$ cat config.mk
export PLATFORM = sky130hd
export DESIGN_NAME = uart_receiver
export DESIGN_NICKNAME = d
export VERILOG_FILES = /design/src/rtl/uart_receiver.sv
export SDC_FILE = /design/constraint.sdc
export NUM_CORES = 1
export LEC_CHECK = 0
export CORE_ASPECT_RATIO = 0.75
export CORE_UTILIZATION = 60
export DETAILED_ROUTE_END_ITERATION = 8
export PLACE_DENSITY = 0.74
export SYNTH_ARGS = -nofsm -noshare
export SYNTH_HDL_FRONTEND = slang
export SYNTH_SLANG_ARGS = --single-unit
$ cat constraint.sdc
create_clock -name clock -period 4.9 [get_ports clock]
set_input_delay 0.98 -clock clock [delete_from_list [all_inputs] [get_ports clock]]
set_output_delay 0.98 -clock clock [all_outputs]
set_load 0.01 [all_outputs]
$ cat src/rtl/uart_receiver.sv
// uart_receiver: 8N1, LSB-first, 16x-oversampled UART receive stage with a
// show-ahead receive FIFO, occupancy threshold flag and sticky error flags.
// Optional feature macro: UART_RX_FRAME_CHECK_EN (when defined, a low stop
// bit sets frame_error_o and the byte is dropped; otherwise every completed
// frame is pushed and frame_error_o is tied low).
module uart_receiver #(
  parameter int CLK_FREQ_HZ = 50_000_000,
  parameter int FIFO_DEPTH  = 32
) (
  input  logic       clock,
  input  logic       reset_n_i,
  input  logic       uart_rx_i,
  input  logic [1:0] baudrate_select_i,
  input  logic       data_read_i,
  input  logic [5:0] data_buffer_full_tresh_i,
  output logic [7:0] data_o,
  output logic       data_buffer_empty_o,
  output logic       data_buffer_full_o,
  output logic       overrun_o,
  output logic       frame_error_o
);

  localparam int AW = (FIFO_DEPTH > 1) ? $clog2(FIFO_DEPTH) : 1;
  localparam int CW = AW + 1;

  localparam logic [19:0] DIV_9600   = 20'(CLK_FREQ_HZ / (9600 * 16));
  localparam logic [19:0] DIV_19200  = 20'(CLK_FREQ_HZ / (19200 * 16));
  localparam logic [19:0] DIV_57600  = 20'(CLK_FREQ_HZ / (57600 * 16));
  localparam logic [19:0] DIV_115200 = 20'(CLK_FREQ_HZ / (115200 * 16));

  localparam logic [1:0] S_IDLE  = 2'd0;
  localparam logic [1:0] S_START = 2'd1;
  localparam logic [1:0] S_DATA  = 2'd2;
  localparam logic [1:0] S_STOP  = 2'd3;

  logic            rx_meta_q, rx_sync_q, rx_prev_q;
  logic [1:0]      state_q, state_d;
  logic [1:0]      baud_q, baud_d;
  logic [19:0]     tick_cnt_q, tick_cnt_d;
  logic [3:0]      phase_q, phase_d;
  logic [2:0]      bit_idx_q, bit_idx_d;
  logic [7:0]      shreg_q, shreg_d;
  logic            push_q, push_d;
  logic [7:0]      push_data_q;
  logic            frame_err_d;
  logic [19:0]     div;
  logic            tick, sample, fall;

  logic [7:0]      mem [FIFO_DEPTH];
  logic [AW-1:0]   wr_ptr_q, rd_ptr_q;
  logic [CW-1:0]   count_q;
  logic            overrun_q;
  logic            pop, push_ok;
  logic [6:0]      thr;

  // Divider selected by the baud rate latched at frame start
  always_comb begin
    case (baud_q)
      2'd0:    div = DIV_9600;
      2'd1:    div = DIV_19200;
      2'd2:    div = DIV_57600;
      default: div = DIV_115200;
    endcase
  end

  assign tick   = (tick_cnt_q == div - 20'd1);
  assign sample = tick && (phase_q == 4'd7);
  assign fall   = rx_prev_q && !rx_sync_q;

  // Receive FSM next-state: oversampling counters, bit shifting, push request
  always_comb begin
    state_d     = state_q;
    baud_d      = baud_q;
    tick_cnt_d  = tick ? 20'd0 : tick_cnt_q + 20'd1;
    phase_d     = tick ? phase_q + 4'd1 : phase_q;
    bit_idx_d   = bit_idx_q;
    shreg_d     = shreg_q;
    push_d      = 1'b0;
    frame_err_d = 1'b0;
    case (state_q)
      S_IDLE: begin
        baud_d     = baudrate_select_i;
        tick_cnt_d = 20'd0;
        phase_d    = 4'd0;
        if (fall) state_d = S_START;
      end
      S_START: begin
        if (sample) begin
          if (rx_sync_q) begin
            state_d = S_IDLE;
          end else begin
            state_d   = S_DATA;
            bit_idx_d = 3'd0;
          end
        end
      end
      S_DATA: begin
        if (sample) begin
          shreg_d[bit_idx_q] = rx_sync_q;
          if (bit_idx_q == 3'd7) state_d = S_STOP;
          else bit_idx_d = bit_idx_q + 3'd1;
        end
      end
      default: begin
        if (sample) begin
          state_d = S_IDLE;
`ifdef UART_RX_FRAME_CHECK_EN
          push_d      = rx_sync_q;
          frame_err_d = !rx_sync_q;
`else
          push_d      = 1'b1;
`endif
        end
      end
    endcase
  end

  // Control state: synchroniser, FSM, counters and the registered push strobe
  always_ff @(posedge clock) begin
    if (!reset_n_i) begin
      rx_meta_q  <= 1'b1;
      rx_sync_q  <= 1'b1;
      rx_prev_q  <= 1'b1;
      state_q    <= S_IDLE;
      baud_q     <= 2'd0;
      tick_cnt_q <= 20'd0;
      phase_q    <= 4'd0;
      bit_idx_q  <= 3'd0;
      push_q     <= 1'b0;
    end else begin
      rx_meta_q  <= uart_rx_i;
      rx_sync_q  <= rx_meta_q;
      rx_prev_q  <= rx_sync_q;
      state_q    <= state_d;
      baud_q     <= baud_d;
      tick_cnt_q <= tick_cnt_d;
      phase_q    <= phase_d;
      bit_idx_q  <= bit_idx_d;
      push_q     <= push_d;
    end
  end

  // Datapath registers: shift register and byte handed to the FIFO
  always_ff @(posedge clock) begin
    shreg_q <= shreg_d;
    if (push_d) push_data_q <= shreg_q;
  end

`ifdef UART_RX_FRAME_CHECK_EN
  logic frame_err_q;
  // Sticky frame error, cleared only by reset
  always_ff @(posedge clock) begin
    if (!reset_n_i) frame_err_q <= 1'b0;
    else if (frame_err_d) frame_err_q <= 1'b1;
  end
  assign frame_error_o = frame_err_q;
`else
  assign frame_error_o = 1'b0;
`endif

  // A push into a full FIFO is still accepted when a pop frees a slot
  assign pop     = data_read_i && (count_q != '0);
  assign push_ok = push_q && ((count_q != CW'(FIFO_DEPTH)) || data_read_i);

  // FIFO pointers, occupancy and sticky overrun
  always_ff @(posedge clock) begin
    if (!reset_n_i) begin
      wr_ptr_q  <= '0;
      rd_ptr_q  <= '0;
      count_q   <= '0;
      overrun_q <= 1'b0;
    end else begin
      if (push_ok) wr_ptr_q <= wr_ptr_q + 1'b1;
      if (pop)     rd_ptr_q <= rd_ptr_q + 1'b1;
      count_q <= count_q + CW'(push_ok) - CW'(pop);
      if (push_q && !push_ok) overrun_q <= 1'b1;
    end
  end

  // FIFO storage
  always_ff @(posedge clock) begin
    if (push_ok) mem[wr_ptr_q] <= push_data_q;
  end

  assign thr = ((data_buffer_full_tresh_i == 6'd0) ||
                ({1'b0, data_buffer_full_tresh_i} > 7'(FIFO_DEPTH)))
               ? 7'(FIFO_DEPTH) : {1'b0, data_buffer_full_tresh_i};

  assign data_o              = (count_q == '0) ? 8'h00 : mem[rd_ptr_q];
  assign data_buffer_empty_o = (count_q == '0);
  assign data_buffer_full_o  = (7'(count_q) >= thr);
  assign overrun_o           = overrun_q;

endmodule

* Word-level counts from Yosys, hierarchy flattened *
Memories as Yosys holds them, arrays and structs flattened. A register that Yosys moved wholly into a read port is not among the register bits.
Cells that the tools add are included.

storage, ports and cells
  word-level logic and storage cells = 90
  memories = 1
  input bits = 12
  bits in read-only memories = 0
  output and inout port bits = 12
  latch bits = 0
  flip-flop bits (word level) = 68
  memory bits (writable) = 256

memory list
  name  depth  width  rd ports  clocked after memory_dff  write ports  RTL line  source
  mem   32     8      1         1                         1            49        logic [7:0] mem [FIFO_DEPTH];

cells by class
  bitwise gates (word level) = 1
  equality and inequality tests = 14
  add/subtract/negate cells = 8
  mux-type cells = 24
  reduce and logical (&&, ||, !) cells = 23
  shift operators = 0
  $mul = 0
  order comparisons = 4
  divide/modulo/power cells = 0

operators with widths
  cell                                                number
  one-hot mux 9 bit (3 select lines)                  1
  adder 20 x 1 -> 20 bit, second input constant       1
  == test 20 bit                                      1
  subtractor 20 x 1 -> 20 bit, second input constant  1
  logical NOT 6 bit                                   2
  2-to-1 mux 2 bit                                    6
  2-to-1 mux 3 bit                                    4
  inequality test 2 bit, second input constant        6
  adder 5 x 1 -> 5 bit, second input constant         2
  2-to-1 mux 5 bit                                    2
  AND reduction 5 bit                                 2
  bitwise mux 8 bit                                   1
  2-to-1 mux 8 bit                                    1
  adder 6 x 1 -> 6 bit                                1
  greater-or-equal comparator 6 bit                   1
  > comparator 6 bit, second input constant           1
  logical AND 1 bit                                   6
  2-to-1 mux 6 bit                                    1
  inequality test 6 bit, second input constant        1
  one-hot mux 2 bit (3 select lines)                  1
  one-hot mux 3 bit (2 select lines)                  1
  nonzero test 6 bit                                  1
  OR reduction 3 bit                                  2
  subtractor 6 x 1 -> 6 bit                           1
  other kinds (17)                                    27

* Longest topological paths before layout *
Gate-level depths: netlist of run 1.

  depth in word-level cells = 7
  gate-level depth with buffers = 16
  depth with buffers taken out = 15

* Least setup slack after synthesis of run 1 *
No wires, ideal clock.

  path type = in2out
  start point = input data_buffer_full_tresh_i[0]
  end point = output data_buffer_full_o
  data required time = 3.920 ns
  slack = 1.853 ns
  data arrival time = 2.067 ns
  path buffers = 0
  cell stages on the path = 7
  cell sequence = nor2b_1 > ha_1 > nand2b_1 > a21o_1 > a21o_1 > a21oi_1 > o21ai_0

between the ends
  cells in the longest elaborated chain, start to end = 4
  elaborated cells between the ends (all ways) = 5
  classes of those cells = order compare: 2; mux: 1; reduce/logical: 2

ends and longest elaborated chain
  item                                                            RTL line  source
  start, declared                                                 15        input logic [5:0] data_buffer_full_tresh_i,
  > comparator 6 bit / logical NOT 6 bit (equally long branches)  186, 185
  logical OR 1 bit                                                185       assign thr = ((data_buffer_full_tresh_i == 6'd0) ||
  2-to-1 mux 6 bit (*)                                            187       ? 7'(FIFO_DEPTH) : {1'b0, data_buffer_full_tresh_i};
  greater-or-equal comparator 6 bit (*)                           191       assign data_buffer_full_o = (7'(count_q) >= thr);
  end, declared                                                   18        output logic data_buffer_full_o,

Mark *: on every way between the ends. The rest lies on a longest branch, timed or not.

==> metrics, run 1 <==
status=completed; critical path, cell by cell=buf_12 > mux4_2 > a22oi_1 > a31oi_1 > clkdlybuf4s50_1; htree depth=1; number of CTS-inserted buffers=31; Final period util=0.848; Routed wire per std cell=23.3 um; Leakage=4.80 nW; Critical Path End Type=primary output; die height=131 um; Clock Power Share=0.381; # IOs=24; synth warn=0; CP max FO=23; antenna violations before repair=0; Flop pwr share=0.461; FF-to-FF Start=baud_q[0]$_SDFFE_PN0P_; Port Buf Inserts=22; Root Buffer=clkbuf_16; Total GRT Usage=0.241; number of clock sinks=329; combinational fraction of design power=0.157; Hold WC Path Type=reg2reg; Seq cells post-synth=329; die area=22800 um^2; # DRC=0; worst path required time=3.92 ns; Worst-Skew Late Latency=0.56 ns; share of cells above drive strength 1=0.155; DRT Pass-1 Iters=4; Tmin final=4.15 ns; Power Density=449 nW/um^2; CP max stage delay=0.66 ns; Worst R2R Setup Slack=1.52 ns; end of the critical path=data_o[4]; gr ovfl total=0; Critical Path AT=3.17 ns; Synth-to-Final Area Change=12.3%; R2R cell count=7; setup_tns=0 ns; setup ws final=0.746 ns; Starting DRT DRC Count=695; switching power summed over all nets=0.00159 W; Worst-path clk slew=0.06 ns; Total Routed Length=26500 um; average cell area after synthesis=16.7 um^2; # diodes=0; register area share after synthesis=0.699; post-CTS sizing=0; Slew @ Worst Pin=1.23 ns; core area=21500 um^2; Layout Nets=869; kind of critical path=reg2out; switching share of total power=0.237; vias in the first global route=7083; FILL cells=1343; RSZ-0062 raised after global routing=no; kind of start point of the critical path=flip-flop; VDD IR max=0.333 mV; pre-CTS WS=0.874 ns; multi-input logic area=3810 um^2; Hold-fix buffers, CTS=0; routed via count=7175; syn nets=839; gp weighted congestion=0.800; slew margin rel.=0.183; Post-CTS Setup Repair Bufs=0; Most used DFF post-synth=edfxtp_1; FF-to-FF End=push_data_q[4]$_DFFE_PP_; CTS tree=done; post-synthesis cell count=797; Critical Path Slowest Stage Cell=dfxtp_4; fraction of registers with async set/reset=0; final setup fails=0; detailed placer's ending HPWL=16600 um; clock buffer depth=3; Cell Int Power=0.00513 W; Worst Skew=0.0151 ns; Peak Freq=0.241 GHz; Initial Util=0.621; Hold WS=0.417 ns; DIE WIDTH=174 um; largest net degree at the start of global routing=65; Cell Area, Synth=13300 um^2; max_cap viols=0; Sequential Area=9310 um^2; global-route wire length before repair=40700 um; Netlist cell types=51; number of core rows=46; vias per cell=6.29; final slew viol count=0; Hold Violations, Final=0; number of enable flip-flop cells after synthesis=272; Antenna Violating Nets Remaining=0
[stage by stage]
stage / power (W) / area [um^2] / utilization / cells
global route: 0.00695 / 15000 / 0.697 / 1140
CTS: 0.00675 / 15000 / 0.697 / 1140
floorplan: 0.00388 / 13300 / - / 797
detailed placement: 0.00421 / 13900 / 0.645 / 1082
finish: 0.00672 / 15000 / 0.697 / 1140
global placement: 0.00418 / 13900 / 0.645 / 1082
[metal layers]
metal | vias to the layer above | GRT usage | wire length [um]
li1 | 3172 | - | -
met2 | 336 | 0.386 | 12500
met1 | 3624 | 0.348 | 11300
met5 | - | 0 | 0
met3 | 43 | 0.0482 | 2350
met4 | 0 | 0.0588 | 455
[cell type report]
class                           instances  share of cell area
Clock buffer                           40              0.0588
Clock inverter                         18              0.0158
Inverter                               18             0.00451
Multi-Input combinational cell        418               0.255
Sequential cell                       329               0.622
Tap cell                              288              0.0241
Timing Repair Buffer                   29              0.0199
[cell families after synthesis]
logic type,synth area share
buf+inv,0.0157
compound gates,0.0382
other cells,0.000281
fa+ha+maj,0.0287
flops,0.699
mux,0.118
simple gates,0.0800
xor+xnor,0.0204
[synthesized netlist by cell type (13+ instances only)]
master / number / area (um^2)
inv_1: 18 / 67.6
nand3_1: 14 / 70.1
edfxtp_1: 272 / 8170
and2_1: 15 / 93.8
clkbuf_1: 14 / 52.6
ha_1: 29 / 363
dfxtp_1: 57 / 1140
xor2_1: 17 / 149
mux2i_1: 13 / 130
nor2_1: 75 / 282
a22oi_1: 16 / 120
xnor2_1: 14 / 123
nand2_1: 27 / 101
nor2b_1: 15 / 93.8
mux4_2: 64 / 1440
[worst max-delay path, delay by kind of cell, from the launching register on]
kind	cells	cell delay, ns
buffers and inverters	2	0.82
flip-flops	1	0.66
AO/OA/AOI/OAI	2	0.59
multiplexers	1	0.53
[how the worst min path moves through the flow]
stage / start / end / depth (start not counted)
after floorplan: rx_meta_q$_SDFF_PN1_ / rx_sync_q$_SDFF_PN1_ / 1
after global placement: rx_meta_q$_SDFF_PN1_ / rx_sync_q$_SDFF_PN1_ / 1
after detailed placement: shreg_q[6]$_DFFE_PP_ / push_data_q[6]$_DFFE_PP_ / 0
after CTS: shreg_q[6]$_DFFE_PP_ / push_data_q[6]$_DFFE_PP_ / 0
after global routing: shreg_q[6]$_DFFE_PP_ / push_data_q[6]$_DFFE_PP_ / 0
final: shreg_q[5]$_DFFE_PP_ / push_data_q[5]$_DFFE_PP_ / 0
[cells in the final DEF (no fill, tap or decap), types with 4 or more instances in the layout]
master | netlist | routed
a211o_1 | 8 | 8
a21oi_1 | 7 | 7
a22oi_1 | 16 | 16
a31oi_1 | 10 | 10
and2_1 | 15 | 15
and3_1 | 7 | 7
and4_1 | 4 | 4
buf_4 | 3 | 5
bufinv_16 | 0 | 5
clkbuf_16 | 0 | 32
clkbuf_8 | 0 | 5
clkdlybuf4s50_1 | 0 | 22
clkinv_2 | 0 | 4
dfxtp_1 | 57 | 55
edfxtp_1 | 272 | 272
ha_1 | 29 | 29
inv_1 | 18 | 18
mux2i_1 | 13 | 13
mux4_2 | 64 | 64
nand2_1 | 27 | 27
nand2b_1 | 11 | 11
nand3_1 | 14 | 14
nand4_1 | 9 | 9
nor2_1 | 75 | 75
nor2b_1 | 15 | 15
nor3_1 | 5 | 5
nor4_1 | 7 | 7
o211ai_1 | 5 | 5
o21ai_0 | 5 | 5
o22ai_1 | 8 | 8
xnor2_1 | 14 | 14
xor2_1 | 17 | 17
[power groups by stage]
stage                     sequential, W  combinational [W]  clock [W]
after global placement          0.00316            0.00103          0
after global routing            0.00311            0.00114    0.00271
after CTS                       0.00310            0.00106    0.00259
final                           0.00310            0.00106    0.00256
after floorplan                 0.00310           0.000775          0
after detailed placement        0.00316            0.00105          0
[sequential cells by signal (all words and copies together), names as in the netlist, 2 cells and up, named ones only]
name	flops
baud_q	2
bit_idx_q	3
count_q	6
mem	256
phase_q	4
push_data_q	8
rd_ptr_q	5
shreg_q	8
state_q	2
tick_cnt_q	20
wr_ptr_q	5
Power figures use the tool's default switching activity.
==> run 2: changes to the inputs <==
Clock period 4.9 ns to 3.84 ns, I/O delays scaled along.
==> run 2 against run 1 <==
  * Final cell count up 2.9%
  * Clock skew barely moved
  * Total power rose by 23%
  * Non-clock buffer count rose by 35
  * Wire length up 0.54%
  * Register-to-register slack lost 0.58 ns
  * Sequential power rose by 26%
  * Critical path type unchanged
  * Critical path depth is 1 higher
==> metrics, run 2 (synthesized netlist as in run 1, its figures left out) <==
DIE WIDTH=174 um (unchanged); Initial Util=0.621 (unchanged); Top reg by flops=mem; die height=131 um (unchanged); final setup fails=0 (unchanged); FF-to-FF Start=baud_q[0]$_SDFFE_PN0P_; FF-to-FF End=push_data_q[6]$_DFFE_PP_; Worst-Skew Late Latency=0.55 ns (about the same); Critical Path End Type=primary output; gr ovfl total=0 (unchanged); kind of critical path=reg2out; Post-CTS Setup Repair Bufs=0 (unchanged); CP max FO=64 (+180%); CP max stage delay=0.60 ns (-0.06 ns); largest net degree at the start of global routing=65 (unchanged); status=completed; Antenna Violating Nets Remaining=0 (unchanged); Slew @ Worst Pin=1.20 ns (-0.0210 ns); VDD IR max=0.442 mV (+33%); share of cells above drive strength 1=0.185 (+0.0304); Routed wire per std cell=22.7 um (-2.3%); Total Routed Length=26700 um (+0.54%); Hold-fix buffers, CTS=0 (unchanged); number of CTS-inserted buffers=30 (-3.2%); Leakage=4.92 nW (+2.5%); # IOs=24 (unchanged); global-route wire length before repair=41200 um (+1.3%); biggest regs=mem (256), tick_cnt_q (20); final core utilization=0.704 (+0.00670); die area=22800 um^2 (unchanged); vias per cell=6.13 (-2.6%); Peak Freq=0.273 GHz; clock buffer depth=3 (unchanged); slew margin rel.=0.197 (+0.0140); commonest non-fill, non-tap cells in the layout=272 x edfxtp_1, 75 x nor2_1, 64 x mux4_2, 54 x dfxtp_1, 39 x buf_4; Worst Skew=0.0156 ns (+0.000497 ns); antenna violations before repair=0 (unchanged); DRT Pass-1 Iters=5 (+1); Worst R2R Setup Slack=0.94 ns (-0.58 ns); number of core rows=46 (unchanged); Starting DRT DRC Count=714 (+2.7%); CP Buf/Inv Count=2 (unchanged); worst path required time=3.07 ns (-0.85 ns); Root Buffer=clkbuf_16; Crit path max-delay family=buffers and inverters; Final period util=0.953; Hold Crit Start=rx_meta_q$_SDFF_PN1_; detailed placer's ending HPWL=17000 um (+2.5%); Critical Path AT=2.89 ns (-0.28 ns); Tmin final=3.66 ns; Synth-to-Final Area Change=13.4%; R2R cell count=8 (+1); htree depth=1 (unchanged); Layout Nets=903 (+3.9%); final slew viol count=0 (unchanged); Hold WC Path Type=reg2reg; kind of start point of the critical path=flip-flop; RSZ-0062 raised after global routing=no; critical path, cell by cell=buf_12 > mux4_2 > o22ai_1 > a211o_1 > a31oi_1 > clkdlybuf4s50_1; Hold WS=0.405 ns (-0.0119 ns); Hold EP=rx_sync_q$_SDFF_PN1_; # diodes=0 (unchanged); Critical Path Slowest Stage Cell=clkdlybuf4s50_1; Port Buf Inserts=22 (unchanged); max FFs per register=256 (unchanged); FILL cells=1295 (-3.6%); WHS Path Cells=1 (+1); core area=21500 um^2 (unchanged); vias in the first global route=7136 (+0.75%); Hold Violations, Final=0 (unchanged); # DRC=0 (unchanged); number of clock sinks=329 (unchanged); max_cap viols=0 (unchanged); gp weighted congestion=0.820 (+2.5%); Worst-path clk slew=0.06 ns (about the same); setup_tns=0 ns (unchanged); Power Density=546 nW/um^2 (+22%); Total GRT Usage=0.242 (+0.00104); routed via count=7192 (+0.24%); CTS tree=done; leading cell type in the layout, fill and taps excluded=edfxtp_1
-- run 2: cell types whose count changed in the layout (fill, tap and decap cells not counted), moves of 3 or more --
cell       previous run  this run
buf_4                 5        39
bufinv_16             5         1
inv_6                 3         0
clkbuf_1              3         8
-- run 2: worst max-delay path by stage --
stage                                            from                    end  slack (ns)  depth (start not counted)
after floorplan                 count_q[2]$_SDFF_PN0_  count_q[4]$_SDFF_PN0_        0.98                         16
after CTS                                   flip-flop              data_o[4]        0.07                          6
after detailed placement  data_buffer_full_tresh_i[5]     data_buffer_full_o        0.24                          9
after global placement    data_buffer_full_tresh_i[5]     data_buffer_full_o        0.27                          9
final                                       flip-flop              data_o[4]        0.18                          6
after global routing                        flip-flop              data_o[4]        0.02                          6
-- run 2: per-stage QoR --
step	total power, W	instances	instance area [um^2]	setup WS [ns]
after global routing	0.00855	1173	15100	0.0199
final	0.00824	1173	15100	0.182
after global placement	0.00538	1117	14100	0.274
after floorplan	0.00495	797	13300	0.982
after detailed placement	0.00541	1117	14100	0.242
after CTS	0.00830	1173	15100	0.0669
-- run 2: power by group --
part	total, W	switching, W	internal, W
registers	0.00392	0.0000649	0.00386
clock network	0.00291	0.00126	0.00165
logic	0.00141	0.000665	0.000748
total	0.00824	0.00199	0.00626
-- run 2: repair_timing --
item | CTS | global route
endpoints found under the hold margin | 0 | 0
endpoints found under the setup margin | 0 | 1
resized for setup | 0 | 4
-- run 2: worst reg2reg max path, delay by kind of cell (launching register included) --
kind | cells | cell delay (ns)
flip-flops | 1 | 0.42
buffers and inverters | 2 | 0.32
AND/OR/NAND/NOR | 3 | 1.10
adder cells (fa/ha/maj) | 1 | 0.22
XOR/XNOR | 1 | 0.14
AO/OA/AOI/OAI | 1 | 0.34
-- run 2: per-layer routing --
metal  track usage  wire length [um]  vias up
li1              -                 -     3230
met1         0.350             11800     3640
met2         0.396             12500      285
met3        0.0430              1880       37
met4        0.0475               417        0
met5             0                 0        -
-- run 2: final cells by class --
class / instances / area (um^2) / area share
Timing Repair Buffer: 64 / 573 / 0.0379
Clock buffer: 44 / 875 / 0.0579
Clock inverter: 12 / 100 / 0.00662
Sequential cell: 329 / 9320 / 0.616
Tap cell: 288 / 360 / 0.0238
Inverter: 18 / 67.6 / 0.00447
Multi-Input combinational cell: 418 / 3820 / 0.253
==> run 3: changes to the inputs <==
Clock period 3.84 ns to 3.72 ns, I/O delays scaled along.
==> run 3 against run 2 <==
  * Critical endpoint unchanged
  * Critical path type unchanged
  * Register-to-register slack got worse by 0.19 ns
  * Global-route usage grew 0.40 points
  * Final cell count increased by 0.17%
  * Count of clock-buffer cells in the layout decreased by 7
  * First-iteration DRC count increased by 8.3%
  * Utilization grew 0.50 points
  * Highest routed layer unchanged
==> metrics, run 3 (synthesized netlist as in run 1, its figures left out) <==
Slew @ Worst Pin=1.23 ns (+0.0236 ns); FF-to-FF Start=baud_q[0]$_SDFFE_PN0P_; CP Buf/Inv Count=1 (-1); Final period util=0.979; WHS Path Cells=0 (-1); Critical Path End Type=primary output; setup_tns=0 ns (unchanged); # diodes=0 (unchanged); core area=21500 um^2 (unchanged); Peak Freq=0.275 GHz; number of CTS-inserted buffers=30 (unchanged); Root Buffer=clkbuf_16; Hold-fix buffers, CTS=0 (unchanged); final slew viol count=0 (unchanged); max FFs per register=256 (unchanged); Worst Skew=0.0265 ns (+0.0109 ns); Hold WC Path Type=reg2reg; number of clock sinks=329 (unchanged); Total Routed Length=27200 um (+2.1%); antenna violations before repair=0 (unchanged); R2R cell count=8 (unchanged); Worst R2R Setup Slack=0.75 ns (-0.19 ns); gr ovfl total=0 (unchanged); Top reg by flops=mem; final setup fails=0 (unchanged); Tmin final=3.64 ns; die height=131 um (unchanged); # IOs=24 (unchanged); kind of start point of the critical path=flip-flop; Worst-path clk slew=0.06 ns (about the same); htree depth=1 (unchanged); Hold Violations, Final=0 (unchanged); kind of critical path=reg2out; leading cell type in the layout, fill and taps excluded=edfxtp_1; vias per cell=6.13 (about the same); Antenna Violating Nets Remaining=0 (unchanged); largest net degree at the start of global routing=65 (unchanged); Worst-Skew Late Latency=0.56 ns (about the same); Port Buf Inserts=22 (unchanged); FILL cells=1317 (+1.7%); DIE WIDTH=174 um (unchanged); number of core rows=46 (unchanged); Synth-to-Final Area Change=14.2%; RSZ-0062 raised after global routing=no; Critical Path Stages=4 (-2); status=completed; CP max stage delay=0.63 ns (+0.03 ns); critical path, cell by cell=nor2b_1 > a22oi_1 > a31oi_2 > clkdlybuf4s50_1; detailed placer's ending HPWL=17000 um (-0.14%); worst path required time=2.98 ns (-0.09 ns); DRT Pass-1 Iters=5 (unchanged); die area=22800 um^2 (unchanged); Critical Path AT=2.90 ns (about the same); Critical Path Slowest Stage Cell=nor2b_1; slew margin rel.=0.181 (-0.0157); share of cells above drive strength 1=0.191 (+0.00522); placed inst area=14100 um^2 (unchanged); VDD IR max=0.358 mV (-19%); vias in the first global route=7200 (+0.90%); # DRC=0 (unchanged); CP max FO=8 (-88%); Crit path max-delay family=simple AND/OR/NAND/NOR gates; global-route wire length before repair=41800 um (+1.4%); biggest regs=mem (256), tick_cnt_q (20); Starting DRT DRC Count=773 (+8.3%); max_cap viols=0 (unchanged); Leakage=4.96 nW (+0.65%); design area=15200 um^2 (+0.70%); CTS tree=done; Routed wire per std cell=23.2 um (+1.9%); commonest non-fill, non-tap cells in the layout=272 x edfxtp_1, 75 x nor2_1, 64 x mux4_2, 54 x dfxtp_1, 39 x buf_4; Hold Crit Start=shreg_q[1]$_DFFE_PP_; routed via count=7201 (+0.13%); Total GRT Usage=0.246 (+0.00402); Power Density=572 nW/um^2 (+4.9%); gp weighted congestion=0.792 (-3.4%); Initial Util=0.621 (unchanged); clock buffer depth=3 (unchanged); Sequential Area=9320 um^2 (unchanged); multi-input logic area=3830 um^2 (+0.29%); Layout Nets=905 (+0.22%)
run 3: metrics by stage:
| step | setup WS (ns) | util | hold slack (ns) | std cells | power [W] |
|---|---|---|---|---|---|
| 2_1_floorplan | 0.862 | - | 0.386 | 797 | 0.00511 |
| 3_3_place_gp | 0.204 | 0.658 | 0.396 | 1117 | 0.00553 |
| 3_5_place_dp | 0.182 | 0.658 | 0.396 | 1117 | 0.00557 |
| 4_1_cts | 0.0203 | 0.707 | 0.419 | 1174 | 0.00872 |
| 5_1_grt | 0.0308 | 0.709 | 0.423 | 1175 | 0.00901 |
| 6_report | 0.0772 | 0.709 | 0.418 | 1175 | 0.00871 |
run 3: layout make-up:
cell class,instances,area share
Clock inverter,19,0.0137
Inverter,18,0.00444
Timing Repair Buffer,66,0.0411
Multi-Input combinational cell,418,0.252
Clock buffer,37,0.0531
Sequential cell,329,0.612
Tap cell,288,0.0237
run 3: worst reg2reg max path, delay by kind of cell (launching register included):
family	cells	cell delay (ns)
simple gates	3	1.18
fa+ha+maj	1	0.22
compound gates	1	0.33
xor+xnor	1	0.14
buf+inv	2	0.32
flops	1	0.42
run 3: layer usage:
metal,routed length (um),track usage,up-vias
li1,-,-,3240
met1,11900,0.359,3649
met2,13000,0.400,267
met3,1920,0.0404,45
met4,468,0.0547,0
met5,0,0,-
run 3: path summary, 6_finish.rpt:
path,end
worst max register to register,push_data_q[1]$_DFFE_PP_
worst min register to register,push_data_q[1]$_DFFE_PP_
worst min-delay path,push_data_q[1]$_DFFE_PP_
worst max-delay path,data_o[4]
run 3: report_power, final:
group	switching [W]	internal [W]	total, W
clock network	0.00133	0.00182	0.00316
logic	0.000696	0.000805	0.00150
registers	0.0000721	0.00398	0.00405
run 3: timing repair:
| item | 4_1_cts | 5_1_grt |
|---|---|---|
| buffers inserted | 1 | 0 |
| gates resized for setup | 1 | 6 |
| gates cloned | 0 | 1 |
| setup endpoints to repair | 3 | 3 |
